## src/rtl/control_sequencer.sv

```systemverilog
// Hardwired control unit for the 32-bit datapath: one state per clock, Moore
// strobes decoded from the registered state and the instruction class in IR.
module control_sequencer (
    input  logic        Clock,
    input  logic        clear,
    input  logic [31:0] IR,
    input  logic        Stop,
    output logic        PCout,
    output logic        PCin,
    output logic        IncPC,
    output logic        MARin,
    output logic        Read,
    output logic        MDRin,
    output logic        MDRout,
    output logic        IRin,
    output logic        Yin,
    output logic        Zin,
    output logic        Zlowout,
    output logic        Zhighout,
    output logic        HIin,
    output logic        LOin,
    output logic        Gra,
    output logic        Grb,
    output logic        Grc,
    output logic        Rin,
    output logic        Rout,
    output logic        Cout,
    output logic [4:0]  alu_op,
    output logic        Run,
    output logic        illegal
);

    localparam logic [3:0] ST_RESET  = 4'd0;
    localparam logic [3:0] ST_T0     = 4'd1;
    localparam logic [3:0] ST_T1     = 4'd2;
    localparam logic [3:0] ST_T2     = 4'd3;
    localparam logic [3:0] ST_T3     = 4'd4;
    localparam logic [3:0] ST_T4     = 4'd5;
    localparam logic [3:0] ST_T5     = 4'd6;
    localparam logic [3:0] ST_T6     = 4'd7;
    localparam logic [3:0] ST_HALTED = 4'd8;

    localparam logic [2:0] CL_ALU3    = 3'd0;
    localparam logic [2:0] CL_IMM     = 3'd1;
    localparam logic [2:0] CL_MULDIV  = 3'd2;
    localparam logic [2:0] CL_UNARY   = 3'd3;
    localparam logic [2:0] CL_NOP     = 3'd4;
    localparam logic [2:0] CL_HALT    = 3'd5;
    localparam logic [2:0] CL_ILLEGAL = 3'd6;

    logic [3:0] state_r;
    logic [3:0] state_next_s;
    logic [3:0] boundary_s;
    logic [2:0] class_s;
    logic [4:0] opcode_s;
    logic       illegal_r;

    assign opcode_s   = IR[31:27];
    assign boundary_s = Stop ? ST_HALTED : ST_T0;
    assign illegal    = illegal_r;

    // Instruction class from the opcode field
    always_comb begin
        class_s = CL_ILLEGAL;
        if ((opcode_s >= 5'b00011) && (opcode_s <= 5'b01011)) begin
            class_s = CL_ALU3;
        end else if ((opcode_s >= 5'b01100) && (opcode_s <= 5'b01110)) begin
            class_s = CL_IMM;
        end else if ((opcode_s == 5'b01111) || (opcode_s == 5'b10000)) begin
            class_s = CL_MULDIV;
        end else if ((opcode_s == 5'b10001) || (opcode_s == 5'b10010)) begin
            class_s = CL_UNARY;
        end else if (opcode_s == 5'b11010) begin
            class_s = CL_NOP;
        end else if (opcode_s == 5'b11011) begin
            class_s = CL_HALT;
        end else begin
            class_s = CL_ILLEGAL;
        end
    end

    // Next-state sequencing; Stop only acts at instruction boundaries
    always_comb begin
        state_next_s = state_r;
        case (state_r)
            ST_RESET: state_next_s = boundary_s;
            ST_T0:    state_next_s = ST_T1;
            ST_T1:    state_next_s = ST_T2;
            ST_T2:    state_next_s = ST_T3;
            ST_T3: begin
                case (class_s)
                    CL_HALT:                  state_next_s = ST_HALTED;
                    CL_NOP, CL_ILLEGAL:       state_next_s = boundary_s;
                    default:                  state_next_s = ST_T4;
                endcase
            end
            ST_T4:    state_next_s = (class_s == CL_UNARY) ? boundary_s : ST_T5;
            ST_T5:    state_next_s = (class_s == CL_MULDIV) ? ST_T6 : boundary_s;
            ST_T6:    state_next_s = boundary_s;
            ST_HALTED: state_next_s = ST_HALTED;
            default:  state_next_s = ST_RESET;
        endcase
    end

    // State register and sticky illegal flag, both cleared asynchronously
    always_ff @(posedge Clock or posedge clear) begin
        if (clear) begin
            state_r   <= ST_RESET;
            illegal_r <= 1'b0;
        end else begin
            state_r <= state_next_s;
            if ((state_r == ST_T3) && (class_s == CL_ILLEGAL)) begin
                illegal_r <= 1'b1;
            end else begin
                illegal_r <= illegal_r;
            end
        end
    end

    // Moore strobe decode; anything not named for a state stays 0
    always_comb begin
        {PCout, PCin, IncPC, MARin, Read, MDRin, MDRout, IRin} = 8'b0;
        {Yin, Zin, Zlowout, Zhighout, HIin, LOin} = 6'b0;
        {Gra, Grb, Grc, Rin, Rout, Cout} = 6'b0;
        alu_op = 5'b00000;
        Run = (state_r >= ST_T0) && (state_r <= ST_T6);
        case (state_r)
            ST_T0: {PCout, MARin, IncPC, PCin} = 4'b1111;
            ST_T1: {Read, MDRin} = 2'b11;
            ST_T2: {MDRout, IRin} = 2'b11;
            ST_T3: begin
                case (class_s)
                    CL_ALU3, CL_IMM: {Grb, Rout, Yin} = 3'b111;
                    CL_MULDIV:       {Gra, Rout, Yin} = 3'b111;
                    CL_UNARY: begin
                        {Grb, Rout, Zin} = 3'b111;
                        alu_op = opcode_s;
                    end
                    default: Run = 1'b1;
                endcase
            end
            ST_T4: begin
                case (class_s)
                    CL_ALU3: begin
                        {Grc, Rout, Zin} = 3'b111;
                        alu_op = opcode_s;
                    end
                    CL_IMM: begin
                        {Cout, Zin} = 2'b11;
                        alu_op = opcode_s;
                    end
                    CL_MULDIV: begin
                        {Grb, Rout, Zin} = 3'b111;
                        alu_op = opcode_s;
                    end
                    CL_UNARY: {Zlowout, Gra, Rin} = 3'b111;
                    default:  Run = 1'b1;
                endcase
            end
            ST_T5: begin
                case (class_s)
                    CL_ALU3, CL_IMM: {Zlowout, Gra, Rin} = 3'b111;
                    CL_MULDIV:       {Zlowout, LOin} = 2'b11;
                    default:         Run = 1'b1;
                endcase
            end
            ST_T6: {Zhighout, HIin} = 2'b11;
            default: Run = 1'b0;
        endcase
    end

endmodule

```

## config.mk

```make
export PLATFORM = sky130hd
export DESIGN_NAME = control_sequencer
export DESIGN_NICKNAME = d
export VERILOG_FILES = /design/src/rtl/control_sequencer.sv
export SDC_FILE = /design/constraint.sdc
export NUM_CORES = 1
export LEC_CHECK = 0
export CAP_MARGIN = 20
export CORE_MARGIN = 3
export CORE_UTILIZATION = 32
export CTS_CLUSTER_SIZE = 16
export DETAILED_ROUTE_END_ITERATION = 10
export PLACE_DENSITY_LB_ADDON = 0.12
export SETUP_SLACK_MARGIN = 0.5
export SLEW_MARGIN = 20
export SYNTH_ARGS = -nofsm -noshare
export SYNTH_HDL_FRONTEND = slang
export SYNTH_SLANG_ARGS = --single-unit
```

## constraint.sdc

```tcl
create_clock -name Clock -period 1.6 [get_ports Clock]
set_input_delay 0.16 -clock Clock [delete_from_list [all_inputs] [get_ports Clock]]
set_output_delay 0.16 -clock Clock [all_outputs]
set_load 0.005 [all_outputs]
```

==> results.cfg, run 1 <==
[setup_path]
reg2reg_depth = 10
cp_slowest_cell = dfrtp_2
end_kind = register
path_class = register to register
cp-startpoint = state_r[0]
path_max_fanout = 8
cpMostUsedCell = buf_6
reg2reg_to = state_r[2]
cp.required_ps = 1780
worstPathCellList = buf_6, buf_6, buf_6, buf_12, buf_6, nand2_2, o22a_1, a21oi_2, o311ai_2, buf_4
regToRegStartpoint = state_r[0]
crit_path_start_kind = register
slowest_delay_ps = 420
reg2reg_slack_ps = -280
arrival_ps = 2060

[sta]
finalSetupViolCount = 26
fin_crit_ps = 1880
hold_viol_final = 0
rsz0062_at_grt = yes
maxSlewHeadroom_pct = 72.2
max_clock_freq_mhz = 532
setup_slack_ps = -278
post-route-period-util_pct = 117
clock_skew_ps = 0.404
tightest_slew_ps = 417
slew_violations = 0

[power_and_ir_drop]
p_switching_w = 0.000972
pwr-share-clk_pct = 6.0
swShare_pct = 40.8
max-vdd-ir-drop_mv = 1.22
powerDensity_mw_per_mm2 = 1110
combPwrFrac_pct = 84.7
pwr-share-seq_pct = 9.3
p_leak_nw = 1.03
internal-power_w = 0.00141

[drt]
drtIter0Drc = 183
via_per_inst = 5.88
ant_nets = 0
highest_layer = met4
drt-met1-wl_mm = 2.07
wl_per_cell_um = 21.1
met3_length_um = 513
vias = 1534
wl_met2_mm = 2.63
drc = 0
drtPass1Iterations = 4
wl_mm = 5.52

[clock_network]
holdBufCountCts = 0
cts_tree = built
cts_made_buffers = 3
cts_root_buffer = clkbuf_4
clock_tree.buffer_depth = 2
insertion_delay_ps = 240
cts_htree_levels = 1
clock_sink_count = 5
clk_pin_slew_ps = 40

[synthesis]
yosys.area.top_type = dfrtp_1
synthAdderAreaFrac_pct = 0
ys_types = 50
synth_top_area_share_pct = 14.0
synth_compound_area_share_pct = 30.2
yosys.area_share.xor_xnor_pct = 3.92
yosys.area_share.simple_pct = 35.2
ys_seq_elements = 5
synth_area_leaders = dfrtp_1 (14%), buf_4 (5.0%), nand2b_1 (4.9%), a21oi_1 (4.5%), nor3b_1 (4.2%)
synthMuxAreaShare_pct = 1.12
synth_edf_count = 0
synth_top_family_by_area = simple AND/OR/NAND/NOR gates
avgSynthCellArea_um2 = 7.10
ys_seq_area_share_pct = 14.0
synth_ff_type = dfrtp_1
synthArstFlopShare_pct = 100
ys_warn_count = 0
syn-num-nets = 161
synthesis.area_um2 = 895
synthCells = 126

[grt]
grt_usage_pct = 26.3
grt_pass1_vias = 1430
overflow = 0
grt_pass1_wl_mm = 7.11
antenna_found_initial = 0
grt_max_degree = 15

[finish]
layout-drive-gt1-share_pct = 71.0
regArea_um2 = 126
multi_input_area_um2 = 901
finalNetCount = 267
fill_cells = 141
final_common_cell = buf_4
layout_common_cells = buf_4 (50), buf_6 (41), buf_2 (21), nor2_1 (6)
area_growth_syn_to_layout_pct = 140
diodes = 0
finalInstanceArea_mm2 = 0.00215

[placed_design]
io_buffers = 34
gp_congestion = 0.878
hpwl_mm = 2.46
dp_slack_ps = -858
postPlaceCellArea_mm2 = 0.00152

[die]
coreArea_mm2 = 0.00257
dieArea_mm2 = 0.00347
ioPinCount = 62
initial_core_util_pct = 34.8
die_w_um = 58.9
rows = 18
dieHeight_um = 58.9

[flow_run]
drv_cap = 0

[run_status]
violations = negative setup slack
outcome = finished, violations left

[min_path]
hold_class = primary input to async pin
[what timing repair did]
| item | in CTS | in global routing |
|---|---|---|
| gates cloned | 0 | 0 |
| resized for setup | 183 | 26 |
| buffers inserted | 29 | 16 |
| pin swaps | 24 | 17 |
| setup endpoints to repair | 32 | 31 |
[power groups by stage]
stage / sequential [W] / clock (W) / combinational (W)
finish: 0.000221 / 0.000144 / 0.00202
floorplan: 0.000205 / 0 / 0.000630
CTS: 0.000216 / 0.000150 / 0.00151
detailed placement: 0.000220 / 0 / 0.00100
global placement: 0.000218 / 0 / 0.000984
global route: 0.000226 / 0.000157 / 0.00211
[layout make-up]
type / instances / share of cell area, %
tap: 30 / 1.75
inverter: 6 / 1.05
sequential: 5 / 5.89
multi-input combinational: 96 / 42.0
timing repair buffer: 120 / 48.1
clock buffer: 4 / 1.22
[metal layers]
metal / up-vias / track usage [%]
met4: 0 / 12.6
met1: 705 / 34.4
met5: - / 0
met3: 36 / 3.29
li1: 668 / -
met2: 125 / 42.7
[logic make-up (layout without fill, tap and decap cells)]
kind of cell,Yosys count,after routing
mux,1,1
xor+xnor,4,4
compound gates,36,36
simple gates,55,55
buf+inv,25,130
flops,5,5
[critical path, delay by kind of cell, from the launching register on]
family                 cells  cell delay (ps)
AO/OA/AOI/OAI              3              540
AND/OR/NAND/NOR            1               70
flip-flops                 1              420
buffers and inverters      6              770
[sequential cells by signal, summed over array words and instances (netlist names)]
register  cells
state_r       4
illegal       1
[through the flow]
stage	power (W)	util, %	std cells	setup TNS [ps]	hold slack, ps
finish	0.00238	83.6	261	-4040	113
global placement	0.00120	59.2	212	-11070	361
detailed placement	0.00122	59.2	212	-12550	373
global route	0.00249	83.6	261	-5430	120
CTS	0.00188	74.6	245	-2640	111
floorplan	0.000835	-	126	0	-61.5
[worst max path at each step]
| stage | endpoint | slack, ps |
|---|---|---|
| finish | state_r[2] | -280 |
| global route | alu_op[2] | -360 |
| CTS | alu_op[2] | -300 |
| detailed placement | alu_op[2] | -860 |
| global placement | alu_op[3] | -730 |
| floorplan | Yin | 20 |
[synth_stat cells (2+ instances only)]
master    n
nor2_1    9
nor4_1    2
clkbuf_1  4
nand4_1   2
buf_2     6
nand2b_1  7
nor3_1    6
inv_1     6
nor3b_1   5
dfrtp_1   5
buf_6     2
nand3_1   2
xnor2_1   3
o22ai_1   2
and3_1    2
or3_1     3
a32oi_1   2
o21bai_1  2
buf_4     6
a21oi_1   8
o22a_1    2
nand2_1   7
nor2b_1   2
a211oi_1  3
o21ai_0   3
(Power assumes the default switching activity.)
==> run 2: changes to the inputs <==
Settings changed: HOLD_SLACK_MARGIN set to 0.15, SKIP_LAST_GASP set to 1.
==> run 2 against run 1 <==
- the run still ends with negative setup slack left
- flip-flop and latch count is the same
- sequential power about the same
- core utilization is 3.0 points lower
- total power down 9.7%
- die area stayed put
- non-clock buffer count fell by 5
- wire length is 13% lower
- largest power group unchanged
==> results.cfg, run 2 (synthesized netlist as in run 1, its figures left out) <==
[sta]
setup_slack_ps = -254
maxSlewHeadroom_pct = 64.8
max_clock_freq_mhz = 539
slew_violations = 0
fin_crit_ps = 1850
rsz0062_at_grt = yes
tightest_slew_ps = 529
hold_viol_final = 0
post-route-period-util_pct = 116
finalSetupViolCount = 20
clock_skew_ps = 0.216
hold_slack_ps = 473

[clock_network]
clock_sink_count = 5
cts_tree = built
clk_pin_slew_ps = 40
cts_root_buffer = clkbuf_4
cts_htree_levels = 1
cts_made_buffers = 3
clock_tree.buffer_depth = 2
insertion_delay_ps = 240

[finish]
fin_cells = 256
area_growth_syn_to_layout_pct = 131
diodes = 0
largest_reg_flops = 4
finalNetCount = 262
final_common_cell = buf_4
layout_common_cells = buf_4 (51), buf_6 (31), buf_2 (22), nor2_1 (6)
fill_cells = 159
layout-drive-gt1-share_pct = 70.4
top_register = state_r

[setup_path]
reg2reg_depth = 8
cp_slowest_cell = dfrtp_2
slowest_delay_ps = 420
arrival_ps = 1690
cp.required_ps = 1440
crit_path_start_kind = register
cp-startpoint = state_r[0]
endpoint = Zlowout
end_kind = output pin
cpMostUsedCell = buf_6
path_class = register to output pin
regToRegStartpoint = state_r[0]
worstPathCellList = buf_6, buf_6, nand2b_4, buf_6, nor2_4, a32oi_2, buf_4, nand2_2, buf_6
reg2reg_to = state_r[2]
reg2reg_slack_ps = -120
path_max_fanout = 4

[power_and_ir_drop]
combPwrFrac_pct = 83.2
pwr-share-clk_pct = 6.7
pwr-share-seq_pct = 10.1
swShare_pct = 41.5
powerDensity_mw_per_mm2 = 1040
p_switching_w = 0.000892
internal-power_w = 0.00126
p_leak_nw = 0.982
max-vdd-ir-drop_mv = 1.11

[flow_run]
drv_cap = 0

[grt]
antenna_found_initial = 0
grt_max_degree = 15
grt_usage_pct = 24.3
grt_pass1_vias = 1369
grt_pass1_wl_mm = 6.58
overflow = 0

[die]
ioPinCount = 62
dieHeight_um = 58.9
dieArea_mm2 = 0.00347
die_w_um = 58.9
coreArea_mm2 = 0.00257
initial_core_util_pct = 34.8
rows = 18

[drt]
vias = 1456
ant_nets = 0
drc = 0
wl_mm = 4.82
wl_per_cell_um = 18.8
drtIter0Drc = 130
via_per_inst = 5.69
drtPass1Iterations = 5

[run_status]
violations = negative setup slack
outcome = finished, violations left

[placed_design]
dp_slack_ps = -858
gp_congestion = 0.878
dp.cells = 212
io_buffers = 34
hpwl_mm = 2.46

[min_path]
hold_class = register to register
## run 2: worst min-delay path by stage
stage | startpoint | to | depth (start not counted)
final | illegal | illegal | 1
after global routing | illegal | illegal | 1
after CTS | illegal | illegal | 1
after detailed placement | clear | illegal | 2
after global placement | clear | illegal | 2
after floorplan | clear | illegal | 1
## run 2: power by group through the flow
stage	Sequential, W	Clock (W)	Combinational [W]
floorplan	0.000205	0	0.000630
global placement	0.000218	0	0.000984
detailed placement	0.000220	0	0.00100
CTS	0.000216	0.000150	0.00145
global route	0.000225	0.000157	0.00188
finish	0.000218	0.000144	0.00179
## run 2: final cells by class
type	count	area, um^2	area share [%]
multi-input cells	96	895	43.2
clock buffers	4	26.3	1.27
repair buffers	115	962	46.5
inverters	6	22.5	1.09
flip-flops and latches	5	126	6.11
well taps	30	37.5	1.81
## run 2: metal layers
| layer | GRT usage, % | vias up | part of all wire (%) |
|---|---|---|---|
| met2 | 39.6 | 72 | 49 |
| li1 | - | 664 | - |
| met4 | 11.3 | 0 | 3.3 |
| met1 | 31.8 | 703 | 41 |
| met3 | 3.07 | 17 | 6.8 |
| met5 | 0 | - | 0 |
## run 2: stage by stage
stage	power (W)	TNS, ps	cell area, um^2	util, %
finish	0.00215	-2970	2070	80.6
global route	0.00226	-4300	2070	80.6
floorplan	0.000835	0	961	-
CTS	0.00182	-2920	1900	74.0
global placement	0.00120	-11070	1520	59.2
detailed placement	0.00122	-12550	1520	59.2
## run 2: critical path, delay by kind of cell (launching register included)
kind            cells  cell delay (ps)
compound gates      1              210
buf+inv             5              640
flops               1              420
simple gates        3              170
## run 2: repair_timing
action,in CTS,in global routing
hold buffers,1,0
resized for setup,174,26
hold endpoints to repair,5,0
gates cloned,0,0
setup endpoints to repair,32,31
buffers inserted,29,10
pin swaps,24,17
